==> src/rtl/mem_port_arbiter.sv <==
// rtl/mem_port_arbiter.sv - data-priority arbiter sharing one sync-read RAM between fetch and data ports
//
// Purpose:
//   Shares a single-port, synchronous-read block RAM between the instruction-fetch
//   requester and the data-access requester. Data accesses normally win. A
//   starvation counter forces a waiting fetch through after STARVE_LIMIT lost cycles.
//   Responses come back exactly one cycle after acceptance, fully pipelined.
//
// Ports:
//   clk, rst                      clock and synchronous active-low reset
//   i_req_valid/i_req_ready       fetch request handshake, i_addr word address
//   i_resp_valid/i_rdata          fetch response strobe and read data
//   d_req_valid/d_req_ready       data request handshake, d_addr/d_we/d_wdata payload
//   d_resp_valid/d_rdata          data response strobe (read data or write ack)
//   mem_en/mem_we/mem_addr/mem_din/mem_dout   shared memory interface
//   starve_cnt                    current fetch starvation count (debug)

module mem_port_arbiter #(
    parameter int ADDR_WIDTH   = 14,
    parameter int DATA_WIDTH   = 32,
    parameter int STARVE_LIMIT = 4
) (
    input  logic                  clk,
    input  logic                  rst,

    input  logic                  i_req_valid,
    output logic                  i_req_ready,
    input  logic [ADDR_WIDTH-1:0] i_addr,
    output logic                  i_resp_valid,
    output logic [DATA_WIDTH-1:0] i_rdata,

    input  logic                  d_req_valid,
    output logic                  d_req_ready,
    input  logic [ADDR_WIDTH-1:0] d_addr,
    input  logic [3:0]            d_we,
    input  logic [DATA_WIDTH-1:0] d_wdata,
    output logic                  d_resp_valid,
    output logic [DATA_WIDTH-1:0] d_rdata,

    output logic                  mem_en,
    output logic [3:0]            mem_we,
    output logic [ADDR_WIDTH-1:0] mem_addr,
    output logic [DATA_WIDTH-1:0] mem_din,
    input  logic [DATA_WIDTH-1:0] mem_dout,

    output logic [2:0]            starve_cnt
);

    localparam logic [2:0] STARVE_MAX = 3'(STARVE_LIMIT);

    logic [2:0] starve_cnt_q;
    logic [2:0] starve_cnt_d;
    logic       i_resp_valid_q;
    logic       i_resp_valid_d;
    logic       d_resp_valid_q;
    logic       d_resp_valid_d;

    logic       override;
    logic       grant_d;
    logic       grant_i;

    // Grants depend only on the valids and the counter, never on ready, so no
    // combinational loop can form through a requester. Reset blocks all grants.
    always_comb begin
        override = (STARVE_LIMIT != 0) && (starve_cnt_q == STARVE_MAX) && i_req_valid;
        grant_d  = rst && d_req_valid && !override;
        grant_i  = rst && i_req_valid && !grant_d;
    end

    always_comb begin
        d_req_ready = grant_d;
        i_req_ready = grant_i;

        mem_en   = grant_i | grant_d;
        mem_addr = grant_d ? d_addr : i_addr;
        mem_we   = grant_d ? d_we : 4'b0000;
        mem_din  = d_wdata;

        // The RAM output is shared; the response strobes say who owns it.
        i_rdata  = mem_dout;
        d_rdata  = mem_dout;
    end

    always_comb begin
        i_resp_valid_d = grant_i;
        d_resp_valid_d = grant_d;

        // Counts consecutive cycles a pending fetch lost; any fetch grant or an
        // idle fetch port clears it. A zero limit keeps it pinned at zero.
        starve_cnt_d = 3'd0;
        if ((STARVE_LIMIT != 0) && i_req_valid && !grant_i) begin
            if (starve_cnt_q == STARVE_MAX) begin
                starve_cnt_d = STARVE_MAX;
            end else begin
                starve_cnt_d = starve_cnt_q + 3'd1;
            end
        end
    end

    always_ff @(posedge clk) begin
        if (!rst) begin
            starve_cnt_q   <= 3'd0;
            i_resp_valid_q <= 1'b0;
            d_resp_valid_q <= 1'b0;
        end else begin
            starve_cnt_q   <= starve_cnt_d;
            i_resp_valid_q <= i_resp_valid_d;
            d_resp_valid_q <= d_resp_valid_d;
        end
    end

    assign i_resp_valid = i_resp_valid_q;
    assign d_resp_valid = d_resp_valid_q;
    assign starve_cnt   = starve_cnt_q;

endmodule

==> config.mk <==
export PLATFORM = sky130hd
export DESIGN_NAME = mem_port_arbiter
export DESIGN_NICKNAME = d
export VERILOG_FILES = /design/src/rtl/mem_port_arbiter.sv
export SDC_FILE = /design/constraint.sdc
export NUM_CORES = 1
export LEC_CHECK = 0
export CAP_MARGIN = 20
export CORE_AREA = 2 2 85 87
export DETAILED_ROUTE_END_ITERATION = 8
export DIE_AREA = 0 0 87 89
export PLACE_DENSITY = 0.72
export SETUP_SLACK_MARGIN = 0.2
export SLEW_MARGIN = 10
export SYNTH_ARGS = -nofsm -noshare
export SYNTH_HDL_FRONTEND = slang
export SYNTH_SLANG_ARGS = --single-unit
==> constraint.sdc <==
create_clock -name clk -period 2.4 [get_ports clk]
set_input_delay 0.24 -clock clk [delete_from_list [all_inputs] [get_ports clk]]
set_output_delay 0.24 -clock clk [all_outputs]
set_load 0.02 [all_outputs]
==> impl_metrics.yaml <==
status:
  status: "finished, final reports clean"
drt:
  vias: 704
  drc: 0
  first_pass_iters: 3
  drtIter0Drc: 10
  final_antenna_net_count: 0
  via_per_inst: 3.67
  wl_per_cell_um: 16.3
  routed_wl_um: 3130
worst_setup_path:
  critical_path_buf_inv_count: 3
  cp_max_fo: 15
  end_kind: "output port"
  startpoint: "starve_cnt[0]"
  crit_type: "reg -> out"
  crit_chain: "inv_1, ha_1, nand3_2, nand3_4, buf_12, mux2_2, dlygate4sd2_1"
  worstReg2RegStart: "starve_cnt[0]"
  cp_slowest_stage_delay_ps: 360
  critPathTopFamily: "buffers and inverters"
  crit_path_start_kind: "register"
  crit_arrival_ps: 1850
  worstPathRequired_ps: 2160
  slowest_stage: "mux2_2"
cts:
  clk_pin_slew_ps: 40
  cts_tree: "built"
  cts_made_buffers: 3
  hold_buffers: 0
  clk_latency_ps: 220
  cts_buffer_depth: 2
  clkSinkCount: 5
  h-tree-depth: 1
  clock-root-buffer: "clkbuf_8"
worst_hold_path:
  hold_path_startpoint: "starve_cnt[0]"
  hold_class: "reg -> reg"
yosys:
  syn_nets: 241
  synth_cells: 139
  synth_warnings: 0
  synth.top_cell.area_share_pct: 62.0
  syn-cell-area_mm2: 0.00116
  synth_most_common_cell: "buf_4"
  synth.area.top_cells: "buf_4 62%, dfxtp_1 8.6%, mux2_2 7.8%"
  synth_top_cells_by_count: "96 x buf_4, 8 x mux2_2, 6 x mux2_4"
  synth-edff-count: 0
  syn_avg_cell_area_um2: 8.36
  postSynth.asyncResetShare_pct: 0
  synth_top_cell_by_area: "buf_4"
  ys.flop_type: "dfxtp_1"
  ys_types: 18
  synth-seq-cells: 5
  yosysSeqAreaShare_pct: 8.61
global_route:
  grt_max_degree: 16
  grt.overflow.total: 0
  gr-usage-met1_pct: 6.75
  antenna_found_initial: 0
  grt_pass1_wl_um: 4030
  grt_usage_pct: 7.03
  grt_util_met2_pct: 10.1
  busiest_layer: "met2"
  grt_pass1_vias: 753
  grt_use_met3_pct: 2.40
placed_design:
  pre_cts_slack_ps: 39.4
  post-dp-hpwl_um: 2580
  port_buffers: 61
  gp_congestion: 0.643
floorplanning:
  rows: 30
  die_w_um: 87
  core_mm2: 0.00672
  dieArea_mm2: 0.00774
  start_util_pct: 17.3
  ios: 222
  die_h_um: 89
sta:
  period_share_pct: 87.0
  post-route-min-period_ps: 2090
  fmax_mhz: 479
  fin_setup_tns_ps: 0
  rsz0062_at_grt: "false"
  finClkSkew_ps: 1.56
  worst_hold_slack_ps: 451
  slew_headroom_pct: 84.9
  worst_slack_ps: 311
  tightest_slew_ps: 227
  hold_viol: 0
  final_max_slew_viol_count: 0
  setup_viol: 0
cells_and_area:
  fin_nets: 215
  insertedDiodeCount: 0
  fillers: 738
  drive_above_1_share_pct: 25.0
  multi_input_area_um2: 315
  regArea_um2: 101
  area_delta_synth_final_pct: 5.71
power_and_ir_drop:
  ir_worst_vdd_uv: 106
  p_leak_uw: 0.000528
  power.density_mw_per_mm2: 350
  p_total_uw: 430
job:
  cap_violations: 0
==> metrics by stage <==
step / util [%] / cells / area, µm²
6_report: 18.3 / 192 / 1230
5_1_grt: 18.3 / 192 / 1230
4_1_cts: 18.2 / 192 / 1220
3_5_place_dp: 17.5 / 187 / 1180
3_3_place_gp: 17.5 / 187 / 1180
2_1_floorplan: - / 139 / 1160
==> layout make-up <==
type                    count  share of cell area [%]
multi-input cells          33                    25.7
inverters                   4                    1.22
flip-flops and latches      5                    8.25
well taps                  80                    8.15
repair buffers             66                    53.1
clock buffers               4                    3.67
==> path summary, 6_finish.rpt <==
check / end / slack [ps] / cells past startpoint
worst max-delay path: mem_addr[13] / 310 / 7
worst min-delay path: starve_cnt[0] / 450 / 1
worst max register to register: starve_cnt[0] / 1030 / 7
worst min register to register: starve_cnt[0] / 450 / 1
==> cell families after synthesis <==
logic type	Yosys count	share of synthesized area [%]
adder cells (fa/ha/maj)	2	2.15
multiplexers	15	16.4
buffers and inverters	101	64.3
flip-flops	5	8.61
AND/OR/NAND/NOR	15	7.96
AO/OA/AOI/OAI	1	0.646
==> state kept, by name, indices dropped and copies added (netlist names) <==
signal        cells
i_resp_valid      1
d_resp_valid      1
starve_cnt        3
==> cells in the final DEF (no fill, tap or decap) <==
master           synthesis  layout
nor3b_1                  1       1
ha_1                     2       2
clkdlybuf4s50_1          0      43
dfxtp_1                  5       4
nor3_1                   1       1
o21a_1                   1       1
dfxtp_2                  0       1
dlymetal6s2s_1           0       1
nor2_1                   4       4
clkbuf_8                 0       3
dlygate4sd2_1            0      15
and2_1                   4       4
nand3_4                  1       1
clkbuf_1                 0       1
inv_2                    1       1
mux2i_1                  1       1
buf_12                   0       2
nand3_1                  1       1
mux2_4                   6       6
buf_4                   96       5
nand2_1                  2       2
inv_1                    3       3
mux2_2                   8       8
nand3_2                  1       1
==> power breakdown <==
group	total (µW)	switching (µW)	internal (µW)
sequential	87.1	1.09	86.0
clock	155	40.9	114
combinational	188	75.4	112
total	430	117	312
==> what timing repair did <==
action	CTS	global route
endpoints found under the setup margin	18	6
resized for setup	15	2
buffers inserted	1	0
==> routing by layer <==
metal / share of wire [%] / vias to the layer above / wire (µm)
li1: - / 285 / -
met1: 33 / 304 / 1050
met2: 40 / 57 / 1260
met3: 15 / 58 / 461
met4: 12 / 0 / 366
met5: 0 / - / 0
Note: power is estimated with default switching activity, not from simulation.
